**config.mk**
```make
export PLATFORM = sky130hd
export DESIGN_NAME = t07_spi_reg_loader
export DESIGN_NICKNAME = d
export VERILOG_FILES = /design/src/rtl/t07_spi_pkg.sv /design/src/rtl/t07_sync.sv /design/src/rtl/t07_spi_reg_loader.sv
export SDC_FILE = /design/constraint.sdc
export NUM_CORES = 1
export LEC_CHECK = 0
export BUFFER_PORTS_ARGS = -buffer_cell sky130_fd_sc_hd__clkbuf_2
export CAP_MARGIN = 20
export CORE_AREA = 2 2 89 91
export DETAILED_ROUTE_END_ITERATION = 10
export DIE_AREA = 0 0 91 93
export GPL_TIMING_DRIVEN = 0
export PLACE_DENSITY = 0.79
export SLEW_MARGIN = 5
export SYNTH_ARGS = -nofsm -noshare
export SYNTH_HDL_FRONTEND = slang
export SYNTH_SLANG_ARGS = --single-unit
export TNS_END_PERCENT = 1
```
**constraint.sdc**
```tcl
create_clock -name clk -period 1.92 [get_ports clk]
set_clock_uncertainty 0.05 [all_clocks]
set_input_delay 0.096 -clock clk [delete_from_list [all_inputs] [get_ports clk]]
set_output_delay 0.096 -clock clk [all_outputs]
set_load 0.02 [all_outputs]
```
**src/rtl/t07_spi_pkg.sv**
```systemverilog
// Shared constants and FSM state encoding for the SPI register loader.
package t07_spi_pkg;

  localparam logic [2:0] CMD_WRITE   = 3'b101;
  localparam int         FRAME_BITS  = 40;
  localparam int         HEADER_BITS = 8;

  typedef enum logic [2:0] {
    ST_IDLE   = 3'd0,
    ST_HEADER = 3'd1,
    ST_DATA   = 3'd2,
    ST_DONE   = 3'd3,
    ST_DRAIN  = 3'd4
  } state_t;

endpackage

```
**src/rtl/t07_sync.sv**
```systemverilog
// Multi-flop synchronizer for one asynchronous SPI pin; reset value is per-pin.
module t07_sync
  import t07_spi_pkg::*;
#(
  parameter int   STAGES  = 2,
  parameter logic RST_VAL = 1'b0
) (
  input  logic clk,
  input  logic nrst,
  input  logic d,
  output logic q
);

  logic [STAGES-1:0] sync_r;

  // shift the pin through the synchronizer chain
  always_ff @(posedge clk or negedge nrst) begin
    if (!nrst) begin
      sync_r <= {STAGES{RST_VAL}};
    end else begin
      sync_r <= {sync_r[STAGES-2:0], d};
    end
  end

  assign q = sync_r[STAGES-1];

endmodule

```
**src/rtl/t07_spi_reg_loader.sv**
```systemverilog
// SPI mode-0 slave that receives 40-bit {cmd, addr, data} frames and commits
// write frames to an external register file interface.
module t07_spi_reg_loader
  import t07_spi_pkg::*;
#(
  parameter int SYNC_STAGES = 2
) (
  input  logic        clk,
  input  logic        nrst,
  input  logic        sclk,
  input  logic        cs_n,
  input  logic        mosi,
  output logic [4:0]  spi_address,
  output logic [31:0] write_data,
  output logic        frame_valid,
  output logic        frame_error,
  output logic        busy,
  output logic [7:0]  frame_count
);

  localparam logic [5:0] HDR_LAST   = 6'(HEADER_BITS - 1);
  localparam logic [5:0] FRM_LAST   = 6'(FRAME_BITS - 1);
  localparam logic [1:0] FLUSH_DONE = 2'(SYNC_STAGES);

  logic sclk_s, cs_n_s, mosi_s;
  logic sclk_d_r, cs_n_d_r;
  logic [1:0] flush_r;
  logic armed_r;
  logic sclk_rise_s, cs_fall_s;

  state_t state_r, state_nxt_s;
  logic [5:0]  bit_cnt_r, bit_cnt_nxt_s;
  logic [39:0] shift_r, shift_nxt_s;
  logic        commit_s, error_s;

  logic [4:0]  spi_address_r;
  logic [31:0] write_data_r;
  logic        frame_valid_r, frame_error_r, busy_r;
  logic [7:0]  frame_count_r;

  t07_sync #(.STAGES(SYNC_STAGES), .RST_VAL(1'b0)) u_sync_sclk (.clk(clk), .nrst(nrst), .d(sclk), .q(sclk_s));
  t07_sync #(.STAGES(SYNC_STAGES), .RST_VAL(1'b1)) u_sync_cs_n (.clk(clk), .nrst(nrst), .d(cs_n), .q(cs_n_s));
  t07_sync #(.STAGES(SYNC_STAGES), .RST_VAL(1'b0)) u_sync_mosi (.clk(clk), .nrst(nrst), .d(mosi), .q(mosi_s));

  // edge history plus arming: a cs_n low already present at reset release
  // must not look like a falling edge once the synchronizer flushes
  always_ff @(posedge clk or negedge nrst) begin
    if (!nrst) begin
      sclk_d_r <= 1'b0;
      cs_n_d_r <= 1'b1;
      flush_r  <= 2'd0;
      armed_r  <= 1'b0;
    end else begin
      sclk_d_r <= sclk_s;
      cs_n_d_r <= cs_n_s;
      if (flush_r != FLUSH_DONE) begin
        flush_r <= flush_r + 2'd1;
      end else begin
        flush_r <= flush_r;
      end
      if ((flush_r == FLUSH_DONE) && cs_n_s) begin
        armed_r <= 1'b1;
      end else begin
        armed_r <= armed_r;
      end
    end
  end

  assign sclk_rise_s = ~sclk_d_r & sclk_s;
  assign cs_fall_s   = armed_r & cs_n_d_r & ~cs_n_s;

  // frame FSM; cs_n high always wins over a coincident sclk edge
  always_comb begin
    state_nxt_s   = state_r;
    bit_cnt_nxt_s = bit_cnt_r;
    shift_nxt_s   = shift_r;
    commit_s      = 1'b0;
    error_s       = 1'b0;
    case (state_r)
      ST_IDLE: begin
        if (cs_fall_s) begin
          state_nxt_s   = ST_HEADER;
          bit_cnt_nxt_s = 6'd0;
        end else begin
          state_nxt_s = ST_IDLE;
        end
      end
      ST_HEADER, ST_DATA: begin
        if (cs_n_s) begin
          error_s     = 1'b1;
          state_nxt_s = ST_IDLE;
        end else if (sclk_rise_s) begin
          shift_nxt_s   = {shift_r[38:0], mosi_s};
          bit_cnt_nxt_s = bit_cnt_r + 6'd1;
          if (bit_cnt_r == HDR_LAST) begin
            state_nxt_s = ST_DATA;
          end else if (bit_cnt_r == FRM_LAST) begin
            state_nxt_s = ST_DONE;
          end else begin
            state_nxt_s = state_r;
          end
        end else begin
          state_nxt_s = state_r;
        end
      end
      ST_DONE: begin
        if (cs_n_s) begin
          if (shift_r[39:37] == CMD_WRITE) begin
            commit_s = 1'b1;
          end else begin
            error_s = 1'b1;
          end
          state_nxt_s = ST_IDLE;
        end else if (sclk_rise_s) begin
          state_nxt_s = ST_DRAIN;
        end else begin
          state_nxt_s = ST_DONE;
        end
      end
      ST_DRAIN: begin
        if (cs_n_s) begin
          error_s     = 1'b1;
          state_nxt_s = ST_IDLE;
        end else begin
          state_nxt_s = ST_DRAIN;
        end
      end
      default: begin
        state_nxt_s = ST_IDLE;
      end
    endcase
  end

  // state, shift register and registered outputs
  always_ff @(posedge clk or negedge nrst) begin
    if (!nrst) begin
      state_r       <= ST_IDLE;
      bit_cnt_r     <= 6'd0;
      shift_r       <= 40'd0;
      spi_address_r <= 5'd0;
      write_data_r  <= 32'd0;
      frame_valid_r <= 1'b0;
      frame_error_r <= 1'b0;
      busy_r        <= 1'b0;
      frame_count_r <= 8'd0;
    end else begin
      state_r       <= state_nxt_s;
      bit_cnt_r     <= bit_cnt_nxt_s;
      shift_r       <= shift_nxt_s;
      frame_valid_r <= commit_s;
      frame_error_r <= error_s;
      busy_r        <= (state_nxt_s != ST_IDLE);
      if (commit_s) begin
        spi_address_r <= shift_r[36:32];
        write_data_r  <= shift_r[31:0];
        frame_count_r <= frame_count_r + 8'd1;
      end else begin
        spi_address_r <= spi_address_r;
        write_data_r  <= write_data_r;
        frame_count_r <= frame_count_r;
      end
    end
  end

  assign spi_address = spi_address_r;
  assign write_data  = write_data_r;
  assign frame_valid = frame_valid_r;
  assign frame_error = frame_error_r;
  assign busy        = busy_r;
  assign frame_count = frame_count_r;

endmodule

```
### Yosys cells after proc, flatten, opt, wreduce, memory -nomap -nowiden

Cells that the tools add are included.

| word-level totals | value |
|---|---|
| flip-flop bits (word level) | 108 |
| input bits | 5 |
| word-level logic and storage cells | 64 |

| cells by class | value |
|---|---|
| $add $sub $neg | 3 |
| equal/unequal tests | 12 |
| muxes and demuxes | 20 |
| bitwise gates (word level) | 5 |
| reduce and logical (&&, ||, !) cells | 8 |

Operator list:

| cell | count |
|---|---|
| $mux 3 | 7 |
| $mux 6 | 3 |
| $pmux 3 s4 | 1 |
| $pmux 6 s2 | 1 |
| $add 8x1->8 const B | 1 |
| $ne 2x2->1 const B | 4 |
| $mux 1 | 7 |
| $add 6x1->6 const B | 1 |
| $eq 3x2->1 const B | 2 |
| $eq 3x3->1 const B | 2 |
| $eq 6x3->1 const B | 1 |
| $eq 6x6->1 const B | 1 |
| $reduce_and 4->1 | 1 |
| $and 1x1->1 | 3 |
| $eq 3x1->1 const B | 1 |
| $logic_not 3->1 | 1 |
| $reduce_and 3->1 | 1 |
| $reduce_bool 3->1 | 1 |
| $reduce_or 3->1 | 1 |
| $add 2x1->2 const B | 1 |
| $eq 2x2->1 const B | 1 |
| $not 1->1 | 2 |
| $pmux 1 s2 | 1 |
| $reduce_bool 2->1 | 1 |
| 2 further kinds | 2 |

### Logic depth before layout (Yosys ltp)

Gate-level depths: netlist (run 1).

| logic depth | value |
|---|---|
| depth after elaboration | 7 |
| gate-level depth with buffers | 7 |

### Hierarchy

From an unflattened synthesis (run 1), not the netlist that was laid out.

| unflattened totals | value |
|---|---|
| cells, all modules | 271 |
| area total of the unflattened synthesis | 4334.2 sq um |

Modules (own cells, without submodules):

| module | instances | cells each | area an instance (sq um) | sequential area each (sq um) |
|---|---|---|---|---|
| t07_spi_reg_loader | 1 | 265 | 4181.5 | 2553.7 |
| t07_sync (u_sync_mosi ...) | 2 | 2 | 50.0 | 50.0 |
| t07_sync (u_sync_cs_n) | 1 | 2 | 52.6 | 52.6 |

### Worst setup path before layout (run 1)

No wires, ideal clock.

| timing | value |
|---|---|
| kind | flip-flop to flip-flop |
| from | register state_r[2] |
| to | register frame_count_r[1] (netlist: frame_count[1]) |
| arrival time | 1551 ps |
| required time | 1745 ps |
| slack | 195 ps |
| stages on the path, launching flop included | 7 |
| period minus slack after synthesis | 1725 ps |
| path through | dfrtp_1 buf_4 and3b_1 and3_1 buf_2 buf_4 mux2_2 |

| on the way | value |
|---|---|
| cells in the longest elaborated chain, start to end | 2 |

RTL lines:

| item | RTL line | source |
|---|---|---|
| start, declared | t07_spi_reg_loader.sv:31 | `state_t state_r, state_nxt_s;` |
| start signal, assigned | t07_spi_reg_loader.sv:147 | `state_r <= state_nxt_s;` |
| $eq 3x2->1 | t07_spi_reg_loader.sv:79 | `case (state_r)` |
| $mux 1 | t07_spi_reg_loader.sv:79 |  |
| end signal, assigned | t07_spi_reg_loader.sv:156 | `frame_count_r <= frame_count_r + 8'd1;` |
| end signal, assigned | t07_spi_reg_loader.sv:160 | `frame_count_r <= frame_count_r;` |
| end, declared | t07_spi_reg_loader.sv:39 | `logic [7:0] frame_count_r;` |

Every way passes these cells.
A chain may end at the register's enable or synchronous reset.

### Final worst setup path (run 1)

| timing | value |
|---|---|
| from | register state_r[2] |
| to | register spi_address_r[4] (netlist: spi_address[4]) |

| on the way | value |
|---|---|
| cells in the longest elaborated chain, start to end | 2 |

RTL lines:

| item | RTL line | source |
|---|---|---|
| $eq 3x2->1 | t07_spi_reg_loader.sv:79 |  |
| $mux 1 | t07_spi_reg_loader.sv:79 |  |
| end signal, assigned | t07_spi_reg_loader.sv:154 | `spi_address_r <= shift_r[36:32];` |
| end signal, assigned | t07_spi_reg_loader.sv:158 | `spi_address_r <= spi_address_r;` |
| end, declared | t07_spi_reg_loader.sv:36 | `logic [4:0] spi_address_r;` |

Every way passes these cells.

==> results.py, run 1 <==
metrics = {
    "outcome": {
        "run_status": "completed",
    },
    "placed_design": {
        "place_congestion": 0.763,
        "placedInstanceArea_sq_um": 4610,
        "io_buffers": 52,
        "dp_hpwl_mm": 4.37,
    },
    "timing": {
        "timing.final.hold_violations": 0,
        "timing.setup.tns_ps": 0,
        "layout_worst_path_cycle_share_pct": 96.4,
        "final.min_clock_period_ps": 1850,
        "finalSetupViolations": 0,
        "grt_setup_unrepaired": "true",
        "timing.slew.headroom_pct": 45.0,
        "fin_worst_hold_slack_ps": 305,
        "worst_slew_pin_slew_ps": 825,
        "report.final.slew_viol_count": 0,
        "fmax_mhz": 540,
    },
    "setup_path": {
        "critical-path-top-cell-by-count": "sky130_fd_sc_hd__buf_4",
        "cp_max_stage_delay_ps": 380,
        "crit_fanout": 10,
        "startpoint_type": "register",
        "worstPathCellList": "buf_4 > and3b_1 > and3_1 > buf_4 > buf_4 > mux2_2",
        "path_buf_inv": 3,
        "cpLargestDelayFamily": "buffers and inverters",
        "worstSetupPathType": "register to register",
        "worstSetupPathDepth": 6,
        "crit_path_end_kind": "register",
        "critical_path_required_ps": 2110,
        "worst-r2r-cell-count": 6,
        "cp.arrival_ps": 2040,
        "crit_path_top_delay_cell": "sky130_fd_sc_hd__dfrtp_1",
    },
    "detailed_routing": {
        "detail_route.vias_per_cell": 5.27,
        "drt_iter0_drc": 106,
        "drc": 0,
        "count_of_antenna_violating_nets_left_after_detailed_routing": 0,
        "vias": 2357,
        "avgRoutedWirePerCell_um": 14.8,
        "wl_mm": 6.62,
        "drt_pre_antenna_iters": 5,
    },
    "synthesis": {
        "syn_area_sq_um": 4210,
        "adder_cell_area_share_of_the_yosys_netlist_pct": 0.891,
        "synth.area.top_cells": "sky130_fd_sc_hd__dfrtp_1, sky130_fd_sc_hd__mux2_2, sky130_fd_sc_hd__dfstp_2, sky130_fd_sc_hd__xnor2_1, sky130_fd_sc_hd__buf_4",
        "synth-simple-area-share_pct": 5.44,
        "synth_top_area_cell": "sky130_fd_sc_hd__dfrtp_1",
        "area_share_of_xor_xnor_cells_in_the_synthesized_design_pct": 2.05,
        "ys_types": 37,
        "synth_compound_gate_area_share_pct": 4.01,
        "synth.ff_latch_count": 108,
        "average_cell_area_after_synthesis_sq_um": 15.4,
        "synth_top_family_by_area": "multiplexers",
        "synth_top_cell_area_share_pct": 62.4,
        "portion_of_netlist_area_occupied_by_mux_cells_pct": 21.1,
        "syn_inst": 274,
        "ys_seq_area_share_pct": 64.2,
        "synth.net_count": 282,
        "ys.warnings.count": 0,
    },
    "floorplan": {
        "starting_utilization_of_the_core_area_pct": 56.0,
        "core_area_sq_um": 7530,
        "placement_rows": 32,
        "die_height_um": 93,
        "design.die.area_sq_um": 8460,
        "io_pins": 53,
        "die_boundary_width_um": 91,
    },
    "run": {
        "drv_cap": 0,
    },
    "clock_network": {
        "root_buffer": "sky130_fd_sc_hd__clkbuf_8",
        "cts_made_buffers": 9,
        "register_clock_pin_slew_on_the_reported_worst_setup_and_hold_paths_ps": 100,
        "clock_tree_from_tritoncts": "done",
        "htree_num_levels": 3,
        "post_cts_setup_repair_buffer_count": 0,
        "clock_path_buffers": 2,
        "cts.sink_count": 108,
        "clkLatencyLatePin_ps": 360,
    },
    "cells_and_area": {
        "antenna_cells": 0,
        "mostFrequentLayoutCell": "sky130_fd_sc_hd__dfrtp_1",
        "fin_area_sq_um": 4860,
        "design.final.nets": 349,
        "commonest_cells_after_routing_fill_and_taps_aside": "sky130_fd_sc_hd__dfrtp_1, sky130_fd_sc_hd__mux2_2, sky130_fd_sc_hd__clkbuf_2",
        "syn2layout_area_growth_pct": 15.3,
        "drive_above_1_share_pct": 48.7,
        "postLayoutCoreUtil_pct": 64.5,
    },
    "power_and_ir_drop": {
        "leakage_nw": 2.50,
        "max-vdd-ir-drop_uv": 553,
        "power_density_nw_per_um2": 785,
        "p_total_w": 0.00381,
    },
    "grt": {
        "grt_overflow": 0,
        "largest_net_degree_at_the_start_of_global_routing": 109,
        "global_route_wire_length_before_repair_mm": 11.5,
        "grt_pass1_vias": 2433,
        "antenna_found_initial": 0,
        "grt_use_total_pct": 17.2,
    },
    "worst_hold_path": {
        "min_path_type": "primary input to async pin",
    },
}
## through the flow
step                setup WS [ps]  cells
global placement             -693    428
CTS                          42.8    447
floorplan                     195    274
global route                -47.9    447
finish                       69.6    447
detailed placement          -6.53    428
## synthesized netlist by cell type
| master | count |
|---|---|
| sky130_fd_sc_hd__dfstp_2 | 3 |
| sky130_fd_sc_hd__mux2i_1 | 1 |
| sky130_fd_sc_hd__nor2_4 | 1 |
| sky130_fd_sc_hd__buf_6 | 2 |
| sky130_fd_sc_hd__a311oi_1 | 1 |
| sky130_fd_sc_hd__or4_1 | 4 |
| sky130_fd_sc_hd__nand2_1 | 5 |
| sky130_fd_sc_hd__mux2_2 | 78 |
| sky130_fd_sc_hd__buf_2 | 5 |
| sky130_fd_sc_hd__a211o_1 | 1 |
| sky130_fd_sc_hd__xnor2_1 | 7 |
| sky130_fd_sc_hd__nor2_1 | 3 |
| sky130_fd_sc_hd__o21ai_4 | 1 |
| sky130_fd_sc_hd__ha_1 | 3 |
| sky130_fd_sc_hd__o21ai_0 | 7 |
| sky130_fd_sc_hd__a21o_1 | 2 |
| sky130_fd_sc_hd__xor2_1 | 1 |
| sky130_fd_sc_hd__xor2_2 | 1 |
| sky130_fd_sc_hd__nand4_1 | 5 |
| sky130_fd_sc_hd__o211ai_1 | 2 |
| sky130_fd_sc_hd__buf_4 | 5 |
| sky130_fd_sc_hd__nor2b_1 | 1 |
| sky130_fd_sc_hd__a21oi_1 | 5 |
| sky130_fd_sc_hd__nor3b_2 | 1 |
| sky130_fd_sc_hd__a21boi_0 | 1 |
| sky130_fd_sc_hd__and4bb_2 | 1 |
| sky130_fd_sc_hd__dfrtp_1 | 105 |
| sky130_fd_sc_hd__o31ai_1 | 4 |
| sky130_fd_sc_hd__or2_2 | 2 |
| sky130_fd_sc_hd__nor4bb_1 | 1 |
| sky130_fd_sc_hd__nand4b_1 | 1 |
| sky130_fd_sc_hd__inv_1 | 3 |
| sky130_fd_sc_hd__nand3_1 | 3 |
| sky130_fd_sc_hd__and2_1 | 2 |
| sky130_fd_sc_hd__a22oi_1 | 1 |
| sky130_fd_sc_hd__and3_1 | 3 |
| sky130_fd_sc_hd__and3b_1 | 2 |
## routing by layer
| layer | global-route usage [%] | share of wire (%) | wire, um | vias to the layer above |
|---|---|---|---|---|
| met2 | 27.9 | 49 | 3260 | 36 |
| met3 | 5.16 | 3.9 | 255 | 10 |
| met4 | 6.82 | 1.4 | 94 | 0 |
| met5 | 0 | 0 | 0 | - |
| met1 | 21.9 | 45 | 3010 | 1195 |
| li1 | - | - | - | 1116 |
## cell type report
| class | count | area [sq um] |
|---|---|---|
| plain buffers | 12 | 87.6 |
| clock buffers | 9 | 124 |
| clock inverters | 6 | 75.1 |
| fillers | 612 | 2670 |
| inverters | 3 | 11.3 |
| multi-input cells | 151 | 1420 |
| flip-flops and latches | 108 | 2710 |
| well taps | 102 | 128 |
| repair buffers | 56 | 309 |
## sequential cells by signal, summed over array words and instances (netlist names)
name and cells:
u_sync_mosi.sync_r 2, frame_error 1, shift_r 40, frame_count 8, u_sync_sclk.sync_r 2, spi_address 5, state_r 3, armed_r 1
busy 1, u_sync_cs_n.sync_r 2, sclk_d_r 1, bit_cnt_r 6, write_data 32, frame_valid 1, cs_n_d_r 1, flush_r 2
## power breakdown
part / switching, W / leakage [nW] / internal (W) / total [W]
sequential: 0.0000179 / 1.47 / 0.00230 / 0.00232
clock: 0.000748 / 0.0974 / 0.000612 / 0.00136
combinational: 0.0000844 / 0.933 / 0.0000437 / 0.000128
## worst paths after layout
check	end	slack [ps]	start
worst max register to register	spi_address[4]	70	state_r[2]
min in group clk	u_sync_mosi.sync_r[1]	310	u_sync_mosi.sync_r[0]
worst min-delay path	flush_r[0]	310	nrst
max in group asynchronous	shift_r[38]	900	nrst
worst min register to register	u_sync_mosi.sync_r[1]	310	u_sync_mosi.sync_r[0]
worst max-delay path	spi_address[4]	70	state_r[2]
## timing repair
action	CTS	global route
resized for setup	1	1
hold buffers	4	0
endpoints found under the setup margin	11	69
pin swaps	0	0
hold endpoints to repair	108	0
## cell families (layout without fill, tap and decap cells)
group                      after synthesis  count (layout)
DFF                                    108             108
AOI/OAI and AO/OA                       25              25
xor gates and xnor gates                 9               9
muxes                                   79              79
buffers and inverters                   15              86
adders and majority gates                3               3
and+or+nand+nor                         35              35
Power figures use the tool's default switching activity.
==> inputs of run 2 (changes only) <==
--- a/config.mk
+++ b/config.mk
@@ -5,13 +5,15 @@
 export SDC_FILE = /design/constraint.sdc
 export NUM_CORES = 1
 export LEC_CHECK = 0
+export ABC_AREA = 1
 export BUFFER_PORTS_ARGS = -buffer_cell sky130_fd_sc_hd__clkbuf_2
 export CAP_MARGIN = 20
-export CORE_AREA = 2 2 89 91
+export CORE_AREA = 8 8 96 98
 export DETAILED_ROUTE_END_ITERATION = 10
-export DIE_AREA = 0 0 91 93
+export DIE_AREA = 0 0 104 106
 export GPL_TIMING_DRIVEN = 0
-export PLACE_DENSITY = 0.79
+export PLACE_DENSITY = 0.78
+export SKIP_CTS_REPAIR_TIMING = 1
 export SLEW_MARGIN = 5
 export SYNTH_ARGS = -nofsm -noshare
 export SYNTH_HDL_FRONTEND = slang
==> run 2 against run 1 <==
- register-to-register slack better by 200 ps
- global-route usage fell by 1.9 points
- sequential share of layout area shrank 0.62 points
- combinational power rose by 22%
- largest power group unchanged
- highest routed layer unchanged
==> results.py, run 2 <==
metrics = {
    "grt": {
        "global_route_wire_length_before_repair_mm": 14.1,
        "antenna_found_initial": 0,
        "grt_use_total_pct": 15.3,
        "largest_net_degree_at_the_start_of_global_routing": 109,
        "grt_overflow": 0,
        "grt_pass1_vias": 3223,
    },
    "synthesis": {
        "syn_inst": 453,
        "ys_seq_area_share_pct": 63.3,
        "synth.net_count": 461,
        "share_of_async_settable_or_async_resettable_flops_after_synthesis_pct": 100,
        "synth-main-ff-cell": "sky130_fd_sc_hd__dfrtp_1",
        "syn_area_sq_um": 4280,
        "synth.top_cells.by_count": "sky130_fd_sc_hd__nand2_1, sky130_fd_sc_hd__dfrtp_1, sky130_fd_sc_hd__inv_1",
        "synth.area.top_cells": "sky130_fd_sc_hd__dfrtp_1, sky130_fd_sc_hd__nand2_1, sky130_fd_sc_hd__o21ai_0, sky130_fd_sc_hd__inv_1, sky130_fd_sc_hd__o21ai_1",
        "ys.warnings.count": 0,
        "ys_types": 26,
        "synth_top_area_cell": "sky130_fd_sc_hd__dfrtp_1",
        "average_cell_area_after_synthesis_sq_um": 9.44,
        "yosysMostFrequentCell": "sky130_fd_sc_hd__nand2_1",
        "synth_enable_flop_cells": 0,
        "synth_top_cell_area_share_pct": 61.4,
        "synth.ff_latch_count": 108,
    },
    "floorplan": {
        "design.die.area_sq_um": 11000,
        "die_height_um": 106,
        "placement_rows": 33,
        "io_pins": 53,
        "starting_utilization_of_the_core_area_pct": 54.5,
        "die_boundary_width_um": 104,
        "core_area_sq_um": 7850,
    },
    "power_and_ir_drop": {
        "p_total_w": 0.00382,
        "power_density_nw_per_um2": 778,
        "leakage_nw": 2.42,
        "max-vdd-ir-drop_uv": 532,
    },
    "clock_network": {
        "clkLatencyLatePin_ps": 360,
        "register_clock_pin_slew_on_the_reported_worst_setup_and_hold_paths_ps": 100,
        "cts_made_buffers": 9,
        "clock_tree_from_tritoncts": "done",
        "root_buffer": "sky130_fd_sc_hd__clkbuf_8",
        "clock_path_buffers": 2,
        "cts.sink_count": 108,
        "htree_num_levels": 3,
    },
    "cells_and_area": {
        "register_area_sq_um": 2710,
        "antenna_cells": 0,
        "largest_reg_flops": 40,
        "registers.top_by_ff_count": "shift_r",
        "syn2layout_area_growth_pct": 14.8,
        "fin_area_sq_um": 4910,
        "mostFrequentLayoutCell": "sky130_fd_sc_hd__nand2_1",
        "commonest_cells_after_routing_fill_and_taps_aside": "sky130_fd_sc_hd__nand2_1, sky130_fd_sc_hd__dfrtp_1, sky130_fd_sc_hd__inv_1",
        "multi_input_comb_area_sq_um": 1240,
        "design.final.nets": 528,
        "num-fill-cells": 683,
        "drive_above_1_share_pct": 17.5,
    },
    "setup_path": {
        "startpoint_type": "register",
        "regToRegEndpoint": "write_data[24]",
        "worstSetupPathType": "register to register",
        "worstPathCellList": "inv_2 > nor2_1 > nand2_2 > clkbuf_1 > nand2_1 > o21ai_0",
        "critical_path.reg2reg.startpoint": "u_sync_cs_n.sync_r[1]",
        "cp_max_stage_delay_ps": 610,
        "crit_path_top_delay_cell": "sky130_fd_sc_hd__dfstp_2",
        "worst_setup_path_endpoint": "write_data[24]",
        "cp.arrival_ps": 1850,
        "crit_fanout": 10,
        "crit_path_end_kind": "register",
        "worst-r2r-cell-count": 6,
        "r2r_slack_ps": 270,
        "critPathLaunch": "u_sync_cs_n.sync_r[1]",
        "critical_path_required_ps": 2110,
    },
    "worst_hold_path": {
        "min_delay_path_depth": 2,
        "min-delay-start": "cs_n",
        "min_path_type": "primary input to register",
    },
    "detailed_routing": {
        "vias": 3103,
        "avgRoutedWirePerCell_um": 12.7,
        "wl_mm": 8.00,
        "drt_iter0_drc": 156,
        "detail_route.vias_per_cell": 4.93,
        "count_of_antenna_violating_nets_left_after_detailed_routing": 0,
        "drt_pre_antenna_iters": 5,
        "drc": 0,
    },
    "placed_design": {
        "place_congestion": 0.894,
        "dp_hpwl_mm": 5.68,
        "placedInstanceArea_sq_um": 4680,
        "io_buffers": 52,
        "dp_slack_ps": 265,
    },
    "outcome": {
        "run_status": "completed",
    },
    "timing": {
        "timing.final.hold_violations": 0,
        "grt_setup_unrepaired": "false",
        "timing.slew.headroom_pct": 46.5,
        "fmax_mhz": 604,
        "report.final.slew_viol_count": 0,
        "worst_slew_pin_slew_ps": 802,
        "finalSetupViolations": 0,
        "layout_worst_path_cycle_share_pct": 86.2,
        "final.min_clock_period_ps": 1650,
        "post-route-worst-setup-slack_ps": 266,
    },
    "run": {
        "drv_cap": 0,
    },
}
## run 2: cell count changes in the layout (fill, tap and decap cells not counted), sizes merged, moves of 12 or more
cell	previous run	this run
o21ai	8	82
mux2	78	0
nor2	4	16
nand2	5	131
inv	4	64
## run 2: how the worst min path moves through the flow
| stage | slack, ps | end |
|---|---|---|
| after floorplan | -250 | armed_r |
| after global placement | 140 | u_sync_cs_n.sync_r[0] |
| after detailed placement | 140 | u_sync_cs_n.sync_r[0] |
| after CTS | -270 | u_sync_cs_n.sync_r[0] |
| after global routing | 300 | u_sync_mosi.sync_r[0] |
| final | 300 | u_sync_cs_n.sync_r[0] |
## run 2: through the flow
stage / hold slack (ps) / util, % / TNS, ps / std cells
after global routing: 299 / 62.6 / 0 / 630
after global placement: 136 / 59.5 / -70990 / 610
after floorplan: -250 / - / 0 / 453
after CTS: -265 / 62.1 / 0 / 626
final: 304 / 62.6 / 0 / 630
after detailed placement: 137 / 59.6 / 0 / 610
## run 2: report_power, final
part	total [W]	switching, W	leakage (nW)	internal [W]
clock	0.00130	0.000744	0.0926	0.000554
sequential	0.00236	0.0000385	1.47	0.00233
combinational	0.000156	0.000110	0.859	0.0000456
## run 2: kinds of logic after synthesis
| logic type | after synthesis | share of synthesized area, % |
|---|---|---|
| flops | 108 | 63.3 |
| compound gates | 90 | 10.6 |
| xor+xnor | 7 | 1.43 |
| buf+inv | 79 | 7.69 |
| simple gates | 166 | 16.1 |
| fa+ha+maj | 3 | 0.878 |
## run 2: cell type report
class,count,area share (%)
clock buffer,11,3.08
inverter,63,4.82
sequential,108,55.1
tap,105,2.68
clock inverter,5,0.841
timing repair buffer,56,6.29
multi-input combinational,266,25.3
buffer,16,1.89
## run 2: layer usage
| metal | vias up | track usage, % | wire length (um) |
|---|---|---|---|
| li1 | 1546 | - | - |
| met1 | 1497 | 18.0 | 3680 |
| met2 | 50 | 26.3 | 3900 |
| met3 | 10 | 4.05 | 319 |
| met4 | 0 | 6.00 | 95 |
| met5 | - | 0 | 0 |
## run 2: worst max-delay path, delay by kind of cell, from the launching register on
family                 cells  cell delay [ps]
flip-flops                 1              610
AO/OA/AOI/OAI              1               80
AND/OR/NAND/NOR            3              430
buffers and inverters      2              370
==> inputs of run 3 (changes only) <==
--- a/config.mk
+++ b/config.mk
@@ -8,11 +8,11 @@
 export ABC_AREA = 1
 export BUFFER_PORTS_ARGS = -buffer_cell sky130_fd_sc_hd__clkbuf_2
 export CAP_MARGIN = 20
-export CORE_AREA = 8 8 96 98
+export CORE_AREA = 8 8 98 100
 export DETAILED_ROUTE_END_ITERATION = 10
-export DIE_AREA = 0 0 104 106
+export DIE_AREA = 0 0 106 108
 export GPL_TIMING_DRIVEN = 0
-export PLACE_DENSITY = 0.78
+export PLACE_DENSITY = 0.75
 export SKIP_CTS_REPAIR_TIMING = 1
 export SLEW_MARGIN = 5
 export SYNTH_ARGS = -nofsm -noshare
==> run 3 against run 2 <==
- via count about the same
- flip-flop and latch count unchanged
- critical path depth did not move
- global-route usage fell by 0.11 points
- register-to-register slack got worse by 20 ps
- sequential power hardly changed
- utilization fell by 1.8 points
- clock-buffer cell count rose by 1
- clock power down 3%
- worst hold slack improved by 3.1 ps
- fmax fell by 1.3%
- cell area fell by 0.28%
- critical path type unchanged
==> results.py, run 3 (synthesis gave the netlist of run 2 again) <==
metrics = {
    "detailed_routing": {
        "drt_pre_antenna_iters": 4,
        "drc": 0,
        "wl_mm": 8.18,
        "avgRoutedWirePerCell_um": 13.0,
        "detail_route.vias_per_cell": 4.92,
        "vias": 3101,
        "count_of_antenna_violating_nets_left_after_detailed_routing": 0,
        "drt_iter0_drc": 229,
    },
    "setup_path": {
        "critPathLaunch": "u_sync_cs_n.sync_r[1]",
        "regToRegEndpoint": "write_data[16]",
        "worstSetupPathType": "register to register",
        "critical_path.reg2reg.startpoint": "u_sync_cs_n.sync_r[1]",
        "r2r_slack_ps": 240,
        "crit_fanout": 10,
        "worst-r2r-cell-count": 6,
        "critical_path_required_ps": 2100,
        "cp.arrival_ps": 1860,
        "startpoint_type": "register",
        "worst_setup_path_endpoint": "write_data[16]",
        "crit_path_end_kind": "register",
    },
    "worst_hold_path": {
        "min_path_type": "register to register",
        "min_delay_path_depth": 0,
    },
    "floorplan": {
        "design.die.area_sq_um": 11400,
        "core_area_sq_um": 8050,
        "starting_utilization_of_the_core_area_pct": 53.1,
        "die_height_um": 108,
        "placement_rows": 33,
        "die_boundary_width_um": 106,
        "io_pins": 53,
    },
    "timing": {
        "fmax_mhz": 597,
        "timing.final.hold_violations": 0,
        "fin_worst_hold_slack_ps": 307,
        "worst_slew_pin_slew_ps": 823,
        "timing.setup.tns_ps": 0,
        "grt_setup_unrepaired": "false",
        "report.final.slew_viol_count": 0,
        "finalSetupViolations": 0,
        "timing.slew.headroom_pct": 45.2,
        "final.min_clock_period_ps": 1680,
        "post-route-worst-setup-slack_ps": 244,
        "layout_worst_path_cycle_share_pct": 87.3,
    },
    "power_and_ir_drop": {
        "power_density_nw_per_um2": 772,
        "power_frac_clock_pct": 33.3,
        "combPwrFrac_pct": 4.2,
        "switchingPower_w": 0.000889,
        "netSwitchingFraction_pct": 23.5,
        "cell_internal_pwr_w": 0.00289,
        "max-vdd-ir-drop_uv": 491,
        "leakage_nw": 2.41,
        "seq_power_share_pct": 62.5,
    },
    "clock_network": {
        "clock_tree_from_tritoncts": "done",
        "clkLatencyLatePin_ps": 360,
        "root_buffer": "sky130_fd_sc_hd__clkbuf_8",
        "cts_made_buffers": 9,
        "cts.sink_count": 108,
        "htree_num_levels": 3,
        "register_clock_pin_slew_on_the_reported_worst_setup_and_hold_paths_ps": 100,
        "clock_path_buffers": 2,
    },
    "cells_and_area": {
        "registers.top_by_ff_count": "shift_r",
        "syn2layout_area_growth_pct": 14.5,
        "design.final.nets": 528,
        "mostFrequentLayoutCell": "sky130_fd_sc_hd__nand2_1",
        "antenna_cells": 0,
        "largest_reg_flops": 40,
        "drive_above_1_share_pct": 17.1,
        "commonest_cells_after_routing_fill_and_taps_aside": "sky130_fd_sc_hd__nand2_1, sky130_fd_sc_hd__dfrtp_1, sky130_fd_sc_hd__inv_1",
    },
    "grt": {
        "global_route_wire_length_before_repair_mm": 14.2,
        "grt_overflow": 0,
        "grt_use_total_pct": 15.2,
        "largest_net_degree_at_the_start_of_global_routing": 109,
        "grt_pass1_vias": 3088,
        "antenna_found_initial": 0,
    },
    "run": {
        "drv_cap": 0,
    },
    "placed_design": {
        "io_buffers": 52,
        "place_congestion": 0.860,
        "dp_slack_ps": 249,
        "dp_hpwl_mm": 5.77,
    },
    "outcome": {
        "run_status": "completed",
    },
}
==> run 3: power by group through the flow <==
stage / clock (W) / sequential (W) / combinational (W)
after detailed placement: 0 / 0.00241 / 0.000157
after global placement: 0 / 0.00240 / 0.000144
after floorplan: 0 / 0.00240 / 0.0000775
after CTS: 0.00129 / 0.00236 / 0.000159
after global routing: 0.00138 / 0.00237 / 0.000188
final: 0.00126 / 0.00236 / 0.000160
==> run 3: layout make-up <==
class / instances / area [sq um]
clock buffers: 12 / 145
flip-flops and latches: 108 / 2710
fillers: 709 / 3150
plain buffers: 16 / 92.6
clock inverters: 4 / 33.8
inverters: 63 / 236
repair buffers: 56 / 309
well taps: 105 / 131
multi-input cells: 266 / 1240
==> run 3: worst min-delay path by stage <==
stage,start,endpoint
final,u_sync_mosi.sync_r[0],u_sync_mosi.sync_r[1]
after global routing,cs_n,u_sync_cs_n.sync_r[0]
after floorplan,nrst,armed_r
after detailed placement,cs_n,u_sync_cs_n.sync_r[0]
after CTS,cs_n,u_sync_cs_n.sync_r[0]
after global placement,cs_n,u_sync_cs_n.sync_r[0]
==> run 3: through the flow <==
stage          utilization (%)  std cells  area, sq um  power [W]
6_report                  60.8        630         4900    0.00378
5_1_grt                   60.8        630         4900    0.00394
4_1_cts                   60.3        626         4860    0.00382
3_5_place_dp              58.1        610         4680    0.00257
3_3_place_gp              58.0        610         4670    0.00255
2_1_floorplan                -        453         4280    0.00248
==> run 3: layer usage <==
metal	up-vias	part of all wire [%]	global-route usage (%)
met5	-	0	0
met4	0	1.5	6.43
met3	8	3.9	3.15
met2	55	49	25.0
met1	1490	46	19.2
li1	1548	-	-
==> run 3: critical path, stage by stage (launching register included) <==
cell and delay (ps):
sky130_fd_sc_hd__dfstp_2 610, sky130_fd_sc_hd__inv_2 80, sky130_fd_sc_hd__nor2_1 130, sky130_fd_sc_hd__nand2_2 160, sky130_fd_sc_hd__clkbuf_1 300, sky130_fd_sc_hd__nand2_1 120, sky130_fd_sc_hd__o21ai_0 90
